[src/rtl/pc_next_sel_pkg.sv]
// rtl/pc_next_sel_pkg.sv - shared state encodings, source codes and reset vector for the next-PC selector
package pc_next_sel_pkg;

  typedef enum logic [1:0] {
    PCS_RUN       = 2'd0,
    PCS_HOLD      = 2'd1,
    PCS_HOLD_PEND = 2'd2
  } pc_state_t;

  localparam logic [1:0] SRC_SEQ = 2'd0;
  localparam logic [1:0] SRC_JMP = 2'd1;
  localparam logic [1:0] SRC_BR  = 2'd2;
  localparam logic [1:0] SRC_EXC = 2'd3;

  localparam logic [31:0] DEFAULT_RESET_VECTOR = 32'hBFC0_0000;

endpackage

[src/rtl/mux2_n.sv]
// rtl/mux2_n.sv - parameterised 2:1 mux, b wins when sel is high
module mux2_n #(
  parameter int WIDTH = 32
) (
  input  logic [WIDTH-1:0] a,
  input  logic [WIDTH-1:0] b,
  input  logic             sel,
  output logic [WIDTH-1:0] y
);

  assign y = sel ? b : a;

endmodule

[src/rtl/pc_pend_reg.sv]
// rtl/pc_pend_reg.sv - pending redirect target captured while IF is stalled
module pc_pend_reg #(
  parameter int WIDTH = 32
) (
  input  logic             clk,
  input  logic             rst,
  input  logic             capture,
  input  logic             clear,
  input  logic [WIDTH-1:0] target,
  input  logic             is_exc,
  output logic [WIDTH-1:0] pend_pc,
  output logic             pend_exc,
  output logic             pend_valid
);

  // Overwrite policy is decided by the caller; capture always loads.
  always_ff @(posedge clk) begin
    if (rst || clear) begin
      pend_pc    <= '0;
      pend_exc   <= 1'b0;
      pend_valid <= 1'b0;
    end else if (capture) begin
      pend_pc    <= target;
      pend_exc   <= is_exc;
      pend_valid <= 1'b1;
    end
  end

endmodule

[src/rtl/pc_next_sel.sv]
// rtl/pc_next_sel.sv - registered next-PC selector with stall hold and pending redirect
module pc_next_sel
  import pc_next_sel_pkg::*;
#(
  parameter int               WIDTH        = 32,
  parameter logic [WIDTH-1:0] RESET_VECTOR = WIDTH'(DEFAULT_RESET_VECTOR),
  parameter int               INC          = 4
) (
  input  logic             clk,
  input  logic             rst,
  input  logic             stall_i,
  input  logic             exc_i,
  input  logic [WIDTH-1:0] exc_vector_i,
  input  logic             branch_i,
  input  logic [WIDTH-1:0] branch_target_i,
  input  logic             jump_i,
  input  logic [WIDTH-1:0] jump_target_i,
  output logic [WIDTH-1:0] pc_o,
  output logic [WIDTH-1:0] pc_inc_o,
  output logic             squash_o,
  output logic             misalign_o
);

  pc_state_t        state, state_nx;
  logic [1:0]       src;
  logic             redirect;
  logic [WIDTH-1:0] pc_jmp, pc_br, live_pc, next_pc;
  logic [WIDTH-1:0] pend_pc;
  logic             pend_exc, pend_valid;
  logic             use_live, load, squash_nx, capture, clear;

  assign pc_inc_o = pc_o + WIDTH'(INC);

  always_comb begin
    src = SRC_SEQ;
    if (exc_i)         src = SRC_EXC;
    else if (branch_i) src = SRC_BR;
    else if (jump_i)   src = SRC_JMP;
  end
  assign redirect = (src != SRC_SEQ);

  mux2_n #(.WIDTH(WIDTH)) u_mux_jmp (.a(pc_inc_o), .b(jump_target_i),   .sel(jump_i),   .y(pc_jmp));
  mux2_n #(.WIDTH(WIDTH)) u_mux_br  (.a(pc_jmp),   .b(branch_target_i), .sel(branch_i), .y(pc_br));
  mux2_n #(.WIDTH(WIDTH)) u_mux_exc (.a(pc_br),    .b(exc_vector_i),    .sel(exc_i),    .y(live_pc));

  // A live exception beats a pending branch/jump on release; otherwise pending wins.
  assign use_live = !pend_valid || (exc_i && !pend_exc);
  mux2_n #(.WIDTH(WIDTH)) u_mux_pend (.a(pend_pc), .b(live_pc), .sel(use_live), .y(next_pc));

  pc_pend_reg #(.WIDTH(WIDTH)) u_pend (
    .clk       (clk),
    .rst       (rst),
    .capture   (capture),
    .clear     (clear),
    .target    (live_pc),
    .is_exc    (exc_i),
    .pend_pc   (pend_pc),
    .pend_exc  (pend_exc),
    .pend_valid(pend_valid)
  );

  always_comb begin
    state_nx  = state;
    load      = 1'b0;
    squash_nx = 1'b0;
    capture   = 1'b0;
    clear     = 1'b0;
    case (state)
      PCS_RUN, PCS_HOLD: begin
        if (!stall_i) begin
          load      = 1'b1;
          squash_nx = redirect;
          state_nx  = PCS_RUN;
        end else if (redirect) begin
          capture  = 1'b1;
          state_nx = PCS_HOLD_PEND;
        end else begin
          state_nx = PCS_HOLD;
        end
      end
      PCS_HOLD_PEND: begin
        if (!stall_i) begin
          load      = 1'b1;
          squash_nx = 1'b1;
          clear     = 1'b1;
          state_nx  = PCS_RUN;
        end else if (exc_i && !pend_exc) begin
          capture = 1'b1;
        end
      end
      default: state_nx = PCS_RUN;
    endcase
  end

  always_ff @(posedge clk) begin
    if (rst) begin
      state      <= PCS_RUN;
      pc_o       <= RESET_VECTOR;
      squash_o   <= 1'b0;
      misalign_o <= |RESET_VECTOR[1:0];
    end else begin
      state    <= state_nx;
      squash_o <= squash_nx;
      if (load) begin
        pc_o       <= next_pc;
        misalign_o <= |next_pc[1:0];
      end
    end
  end

endmodule

[config.mk]
export PLATFORM = sky130hd
export DESIGN_NAME = pc_next_sel
export DESIGN_NICKNAME = d
export VERILOG_FILES = /design/src/rtl/pc_next_sel_pkg.sv /design/src/rtl/mux2_n.sv /design/src/rtl/pc_pend_reg.sv /design/src/rtl/pc_next_sel.sv
export SDC_FILE = /design/constraint.sdc
export NUM_CORES = 1
export LEC_CHECK = 0
export CAP_MARGIN = 20
export CORE_MARGIN = 2
export CORE_UTILIZATION = 48
export DETAILED_ROUTE_END_ITERATION = 7
export PLACE_DENSITY = 0.87
export REMOVE_ABC_BUFFERS = 1
export SLEW_MARGIN = 30
export SYNTH_ARGS = -nofsm -noshare
export SYNTH_HDL_FRONTEND = slang
export SYNTH_SLANG_ARGS = --single-unit
export TNS_END_PERCENT = 100
[constraint.sdc]
create_clock -name clk -period 3.85 [get_ports clk]
set_clock_uncertainty 0.15 [all_clocks]
set_input_delay 0.385 -clock clk [delete_from_list [all_inputs] [get_ports clk]]
set_output_delay 0.385 -clock clk [all_outputs]
set_load 0.03 [all_outputs]
## After elaboration in Yosys (flattened, before gate mapping)

Cells that the tools add are included.

| storage, ports and cells | value |
|---|---|
| register bits | 70 |
| bits of input ports | 102 |
| logic and storage cells | 42 |

| operators by class | value |
|---|---|
| $add $sub $neg | 1 |
| equality and inequality tests | 3 |
| mux-type cells | 21 |
| reduce and logical (&&, ||, !) cells | 10 |

Operators with widths:

| cell | count |
|---|---|
| $mux 32 | 4 |
| $add 32x3->32 const B | 1 |
| $mux 2 | 5 |
| $mux 1 | 9 |
| $pmux 1 s2 | 2 |
| $pmux 2 s2 | 1 |
| $reduce_or 2->1 | 2 |
| $reduce_or 3->1 | 1 |
| $eq 2x1->1 const B | 1 |
| $eq 2x2->1 const B | 1 |
| $logic_not 1->1 | 2 |
| $logic_not 2->1 | 1 |
| $logic_or 1x1->1 | 2 |
| $ne 2x2->1 const B | 1 |
| $reduce_bool 2->1 | 1 |
| $logic_and 1x1->1 | 1 |

## Longest topological paths before layout

Gate-level depths: netlist of the first run.

| logic depth | value |
|---|---|
| depth in word-level cells | 7 |
| depth in mapped cells | 9 |
| mapped depth without buffers | 7 |

## Modules after synthesis

A second synthesis of the first run with hierarchy kept.

| unflattened totals | value |
|---|---|
| cells, all modules | 501 |
| area, all modules | 5,301.3 um^2 |

Modules (own cells, without submodules):

| module | times used | cells an instance | area each (um^2) | seq. area each (um^2) |
|---|---|---|---|---|
| mux2_n | 4 | 36 | 544.3 | 0.0 |
| pc_next_sel | 1 | 246 | 1,875.5 | 720.7 |
| pc_pend_reg | 1 | 111 | 1,248.7 | 680.7 |

## Worst setup path after synthesis of the first run

Ideal clock, no wire load.

| timing path | value |
|---|---|
| path kind | register to register |
| start | register pc_o[4] |
| end | register pc_o[27] |
| arrival time | 2.582 ns |
| path slack | 0.996 ns |
| cell stages (with the launch flop) | 7 |
| path buffers | 0 |
| cells stage by stage | dfxtp_1 nand4_4 nor4_2 nand4_1 xnor2_1 a211o_1 a311o_1 |

| on the way | value |
|---|---|
| cells in the longest elaborated chain, start to end | 5 |

RTL lines:

| element | line | RTL |
|---|---|---|
| from (decl) | pc_next_sel.sv:18 | `output logic [WIDTH-1:0] pc_o,` |
| from (signal assigned) | pc_next_sel.sv:105 | `pc_o <= next_pc;` |
| $add 32x3->32 | pc_next_sel.sv:32 | `assign pc_inc_o = pc_o + WIDTH'(INC);` |
| net pc_inc_o[27] | pc_next_sel.sv:19 | `output logic [WIDTH-1:0] pc_inc_o,` |
| $mux 32 (4 in a row) | mux2_n.sv:11 | `assign y = sel ? b : a;` |

The timed path passes the listed nets, and every way through them passes these cells.
A chain may end at the register's enable or synchronous reset.

## Worst setup path after layout of the first run

| timing path | value |
|---|---|
| start | register pc_o[2] |
| end | output pc_inc_o[18] |

| on the way | value |
|---|---|
| cells in the longest elaborated chain, start to end | 1 |

RTL lines:

| element | line |
|---|---|
| $add 32x3->32 | pc_next_sel.sv:32 |
| to (decl) | pc_next_sel.sv:19 |

No other way between the ends.

==> results of run 1 <==
==> worst max-delay path by stage <==
stage          slack [ns]               endpoint                  from  depth (start not counted)
2_1_floorplan         1.0  pc_o[27]$_SDFFE_PP1P_  pc_o[4]$_SDFFE_PP0P_                          6
3_3_place_gp         0.80           pc_inc_o[18]  pc_o[2]$_SDFFE_PP0P_                          6
3_5_place_dp         0.72           pc_inc_o[18]  pc_o[2]$_SDFFE_PP0P_                          6
4_1_cts              0.35           pc_inc_o[18]  pc_o[2]$_SDFFE_PP0P_                          6
5_1_grt              0.20           pc_inc_o[28]  pc_o[2]$_SDFFE_PP0P_                          6
6_report             0.31           pc_inc_o[18]  pc_o[2]$_SDFFE_PP0P_                          6
==> worst register-to-register path, cell delays in order (launching register included) <==
cell and delay, ns:
dfxtp_1 0.49, ha_1 0.33, nand4_1 0.21, nor4_4 0.48
nand3_1 0.20, xnor2_1 0.18, a211o_1 0.28, a311o_1 0.35
==> sequential cells by signal, summed over array words and instances (netlist names) <==
| name | flops |
|---|---|
| u_pend.pend_exc | 1 |
| u_pend.pend_valid | 1 |
| squash_o | 1 |
| u_pend.pend_pc | 32 |
| misalign_o | 1 |
| pc_o | 32 |
| state | 2 |
==> synthesized netlist by cell type, types with 3 or more instances <==
cell type and number:
a211o_1 4, a211oi_1 19, a21o_1 4, a21oi_1 37, a221o_1 4, a221oi_1 3
a22o_1 4, a22oi_1 9, a311o_1 4, a311oi_1 3, a31oi_1 3, and2_1 3
and3_1 5, buf_1 3, buf_4 3, clkbuf_1 29, clkbuf_8 6, dfxtp_1 70
inv_1 10, mux2i_1 9, nand2_1 70, nand2b_1 10, nand3_1 12, nand3b_1 6
nand4_1 8, nor2_1 53, nor2b_1 3, nor3_1 22, o211ai_1 10, o21a_1 4
o21ai_0 51, o221ai_1 4, o22ai_1 19, o31ai_1 3, xnor2_1 19, xor2_1 7
==> layout make-up <==
type	instances	area (sq um)	share of cell area (%)
multi-input combinational	442	2683	43.13
timing repair buffer	180	1764	28.36
inverter	10	37.54	0.6035
clock buffer	10	137.6	2.213
sequential	70	1401	22.53
clock inverter	6	61.31	0.9857
tap	108	135.1	2.173
==> cell families (layout without fill, tap and decap cells) <==
family,Yosys count,in the layout,synth area share (%)
AND/OR/NAND/NOR,211,211,24.18
buffers and inverters,55,206,6.697
multiplexers,9,9,2.061
XOR/XNOR,26,26,5.209
adder cells (fa/ha/maj),1,1,0.2862
AO/OA/AOI/OAI,195,195,29.51
flip-flops,70,70,32.05
==> report_power, final <==
part           total [uW]  internal, uW  switching [uW]
Sequential            852           783            69.5
Combinational         690           308             382
Clock                 616           315             301
Total                2160          1410             752
==> metrics by stage <==
step | instance area [sq um] | power (uW)
global route | 6220 | 2227
CTS | 6218 | 2138
floorplan | 4116 | 1197
finish | 6220 | 2158
global placement | 6020 | 1525
detailed placement | 6020 | 1545
==> per-layer routing <==
layer	global-route usage, %	wire length, um
met1	38.92	6510
met3	9.065	1666
met5	0	0
met4	13.49	566
met2	56.39	7875
==> summary.md, run 1 <==
| Metric | Value |
|---|---|
| Cts hold-fix bufs | `0` |
| Fin. Hold Viols | `0` |
| R2R depth | `7` |
| Ys flop type | `dfxtp_1` |
| Synth async-reset ratio | `0%` |
| Req. time, crit path | `roughly 3.3 ns` |
| Dpl ws | `0.7248 ns` |
| DP Wirelength | `11,970 um` |
| Starting DRC count in detailed routing | `approximately 480` |
| # IOs | `roughly 170` |
| Slowest-stage cell, CP | `clkdlybuf4s50_1` |
| Register bit total from synthesis | `70` |
| Setup TNS | `0 ns` |
| Inst Count DP | `just over 800` |
| Routed length per instance | `roughly 20 um` |
| Die width | `slightly below 100 um` |
| Worst-Margin Slew | `around 1.0 ns` |
| Critical R2R Launch | `pc_o[2]$_SDFFE_PP0P_` |
| Mean post-synth cell area | `7.710 sq um` |
| Worst setup margin | `0.3054 ns` |
| Synth Instances | `roughly 570` |
| CTS root buffer | `clkbuf_8` |
| WS Path Type | `reg2out` |
| Post-synth EDFFs | `0` |
| DRT antenna net count | `0` |
| RR Endpoint | `pc_o[28]$_SDFFE_PP1P_` |
| Crit path max fanout | `7` |
| Largest net degree at the start of global routing | `63` |
| CP endpoint kind | `primary output` |
| YS warnings | `0` |
| Resize count post-CTS | `0` |
| Clock sinks | `70` |
| Worst path max stage delay | `about 0.66 ns` |
| Total number of vias | `between 5,000 and 6,000` |
| Gr usage total | `32.93%` |
| CP startpoint kind | `flip-flop` |
| Synth top area share | `between 30% and 40%` |
| Status | `finished, final reports clean` |
| Layout cell share with drive strength beyond 1 | `around 6.7%` |
| Htree depth | `3` |
| Crit path max-delay family | `simple AND/OR/NAND/NOR gates` |
| Max Fclk | `282.1 MHz` |
| CTS tree | `done` |
| Post-Synthesis Cell Area | `approximately 0.0044 sq mm` |
| Hold path cells | `2` |
| Grt ovf | `0` |
| Worst-skew pair later-pin latency | `roughly 0.35 ns` |
| Layout Utilization | `between 70% and 80%` |
| Seq/Total Area, Yosys | `between 30% and 40%` |
| HP Start | `u_pend.pend_pc[7]$_SDFFE_PP0P_` |
| Slew margin rel. | `30.59%` |
| Min Hold Slack | `about 0.31 ns` |
| Initial Utilization | `49.89%` |
| Setup Buffers After CTS | `0` |
| Non-Filler Instances | `826` |
| Commonest non-fill, non-tap cell in the layout | `clkdlybuf4s50_1` |
| Reg2Reg Setup Slack | `about 1.1 ns` |
| Die area | `just under 0.01 sq mm` |
| Leading area contributor after synthesis | `dfxtp_1` |
| # fillers | `just over 700` |
| Clock Pin Slew Worst Setup and Hold Paths | `~0.08 ns` |
| Nets | `between 800 and 900` |
| Unique masters post-synth | `64` |
| Deepest clock path buffer count | `2` |
| Hold Crit Class | `reg2reg` |
| Antenna Diode Count | `0` |
| First-pass GRT wire length | `roughly 26,000 um` |
| Die Y | `about 99 um` |
| Max Cap Viol | `0` |
| Site row count | `34` |
| Period utilization | `92.07%` |
| CP cell instances | `ha_1 > nand4_1 > or4_4 > or3_4 > nand2_1 > clkdlybuf4s50_1` |
| GP Congestion | `0.9134` |
| First drt pass iteration count | `7` |
| Initial antenna violation count | `0` |
| Post-DR vias/cell | `6.379` |
| Max VDD drop | `0.1919 mV` |
| Worst Path Arrival | `3.01 ns` |
| Min cycle time layout | `roughly 3.5 ns` |
| Synth area leaders | `dfxtp_1 (32%), nand2_1 (6.0%), o21ai_0 (5.8%), nor2_1 (4.6%), a21oi_1 (4.2%)` |
| Post-route DRC | `0` |
| Final Max Tran Viols | `0` |
| Total wire length | `16,620 um` |
| Core area | `just under 0.009 sq mm` |
| Hold EP | `u_pend.pend_pc[7]$_SDFFE_PP0P_` |
| PortBufs | `roughly 170` |
| WP buf/inv | `1` |
| # setup viols final | `0` |
| Area Growth Syn to Fin | `42.27%` |
| Vias in the first global route | `approximately 5,200` |
| Number of CTS-inserted buffers | `9` |
| Most frequent cells in the layout | `clkdlybuf4s50_1 (166), nand2_1 (70), dfxtp_1 (70), nor2_1 (53), o21ai_0 (51)` |
| P per Cell Area | `346.9 mW/mm^2` |
| RSZ-0062 raised after global routing | `false` |
| Lkg Pwr | `around 0.0023 uW` |
(Power assumes the default switching activity.)
==> inputs of run 2 (changes only) <==
--- a/config.mk
+++ b/config.mk
@@ -9,6 +9,7 @@
 export CORE_MARGIN = 2
 export CORE_UTILIZATION = 48
 export DETAILED_ROUTE_END_ITERATION = 7
+export MAX_ROUTING_LAYER = met4
 export PLACE_DENSITY = 0.87
 export REMOVE_ABC_BUFFERS = 1
 export SLEW_MARGIN = 30
==> run 2 against run 1 <==
Against the previous run: core utilization decreased by 0.10 points; combinational power hardly changed; via count fell by 1.3%; setup slack got worse by 0.039 ns; first-iteration DRC count decreased by 12%; global-route usage up 1.3 points; count of clock-buffer cells in the layout fell by 1; final area down 0.14%; non-clock buffer count unchanged; fmax fell by 1.1%; die area unchanged; register-to-register slack about the same.
==> summary.md, run 2 (same netlist as run 1, synthesis figures left out) <==
| Metric | Value |
|---|---|
| CTS root buffer | `clkbuf_8` |
| Site row count | `34` |
| Area Growth Syn to Fin | `42.07%` |
| Wire length on met1 | `between 6000 and 7000 um` |
| Number of CTS-inserted buffers | `9` |
| Slew margin rel. | `roughly 33%` |
| Max VDD drop | `approximately 0.19 mV` |
| Post-route DRC | `0` |
| Req. time, crit path | `3.31 ns` |
| Layout cell share with drive strength beyond 1 | `~6.7%` |
| Clock Pin Slew Worst Setup and Hold Paths | `0.08 ns` |
| Commonest non-fill, non-tap cell in the layout | `clkdlybuf4s50_1` |
| Final Max Tran Viols | `0` |
| PortBufs | `about 170` |
| First drt pass iteration count | `6` |
| Nets | `816` |
| Crit path max fanout | `7` |
| Inst Count DP | `810` |
| Resize count post-CTS | `0` |
| Top layer in use | `met4` |
| Met2 WL | `around 7900 um` |
| Register area | `roughly 0.0014 sq mm` |
| Hold Crit Class | `in2reg` |
| First-pass GRT wire length | `between 20,000 and 30,000 um` |
| Setup Buffers After CTS | `0` |
| Vias in the first global route | `about 5,000` |
| Most frequent cells in the layout | `clkdlybuf4s50_1 (166), nand2_1 (70), dfxtp_1 (70), nor2_1 (52), o21ai_0 (51)` |
| Initial antenna violation count | `0` |
| Worst Path Arrival | `approximately 3 ns` |
| Initial Utilization | `approximately 50%` |
| Met3 wire len | `1711 um` |
| Post-DR vias/cell | `roughly 6.3` |
| Grt ovf | `0` |
| WS Path Type | `reg2out` |
| Clock sinks | `70` |
| Worst-skew pair later-pin latency | `0.36 ns` |
| Total number of vias | `about 5,200` |
| # setup viols final | `0` |
| Max Cap Viol | `0` |
| DP Wirelength | `~12,000 um` |
| DRT antenna net count | `0` |
| Period utilization | `93.07%` |
| # IOs | `around 170` |
| Power after layout | `between 2000 and 2500 uW` |
| Deepest clock path buffer count | `2` |
| Min cycle time layout | `between 3 and 4 ns` |
| Die width | `about 99 um` |
| Antenna Diode Count | `0` |
| Cts hold-fix bufs | `0` |
| Die Y | `approximately 99 um` |
| RSZ-0062 raised after global routing | `false` |
| Largest net degree at the start of global routing | `between 50 and 60` |
| P per Cell Area | `approximately 340 mW/mm^2` |
| GP Congestion | `0.9401` |
| Lkg Pwr | `0.002279 uW` |
| CP endpoint kind | `primary output` |
| # fillers | `approximately 720` |
| Core area | `approximately 0.0088 sq mm` |
| Worst-Margin Slew | `slightly above 1 ns` |
| Non-Filler Instances | `around 830` |
| Htree depth | `3` |
| Multi-input gate area | `about 0.0027 sq mm` |
| CP startpoint kind | `flip-flop` |
| Starting DRC count in detailed routing | `421` |
| Min Hold Slack | `between 0.2 and 0.25 ns` |
| CTS tree | `done` |
| Status | `finished, final reports clean` |
| Largest registers | `pc_o x32, u_pend.pend_pc x32, state x2` |
| Max Fclk | `around 280 MHz` |
| Setup TNS | `0 ns` |
| Fin. Hold Viols | `0` |
| Routed length per instance | `slightly above 20 um` |
| Gr usage total | `~34%` |
| Total wire length | `about 17,000 um` |
| Die area | `0.009887 sq mm` |
==> run 2: cell count changes in the layout (fill, tap and decap cells not counted), sizes merged <==
cell      previous run  this run
clkbuf              10         9
clkinv               4         3
clkinvlp             1         2
==> run 2: layer usage <==
| layer | up-vias | track usage [%] |
|---|---|---|
| met3 | 51 | 8.011 |
| met4 | 0 | 12.64 |
| met1 | 2414 | 41.62 |
| met5 | - | - |
| met2 | 356 | 55.41 |
| li1 | 2382 | - |
==> run 2: worst paths after layout <==
check                                                      from                              end  slack, ns  cells past startpoint
worst max register to register             pc_o[2]$_SDFFE_PP0P_            pc_o[28]$_SDFFE_PP1P_       1.08                      7
worst max-delay path                       pc_o[2]$_SDFFE_PP0P_                     pc_inc_o[22]       0.27                      6
worst min-delay path                                      exc_i     u_pend.pend_exc$_SDFFE_PP0P_       0.23                      3
worst min register to register  u_pend.pend_pc[27]$_SDFFE_PP0P_  u_pend.pend_pc[27]$_SDFFE_PP0P_       0.31                      2
==> run 2: final cells by class <==
class                      instances  share of cell area (%)
multi-input combinational        442                   43.23
timing repair buffer             180                   28.40
sequential                        70                   22.56
tap                              108                   2.176
clock buffer                       9                   1.994
clock inverter                     6                   1.027
inverter                          10                  0.6044
==> run 2: critical path, stage by stage (launching register included) <==
cell	delay [ns]
dfxtp_1	0.50
ha_1	0.34
nand4_1	0.21
nor4_4	0.47
nand4_1	0.19
xnor2_1	0.25
clkdlybuf4s50_1	0.72
==> run 2: metrics by stage <==
step,utilization [%],cell area [sq um],setup slack [ns]
2_1_floorplan,-,4116,0.9960
3_5_place_dp,68.69,6020,0.6864
6_report,70.87,6211,0.2667
5_1_grt,70.87,6211,0.1197
3_3_place_gp,68.69,6020,0.7965
4_1_cts,70.83,6207,0.2955
==> run 2: power breakdown <==
group,internal (uW),leakage [uW],switching (uW)
clock,294,0.0000911,296
sequential,783,0.000579,69.5
combinational,308,0.00161,383
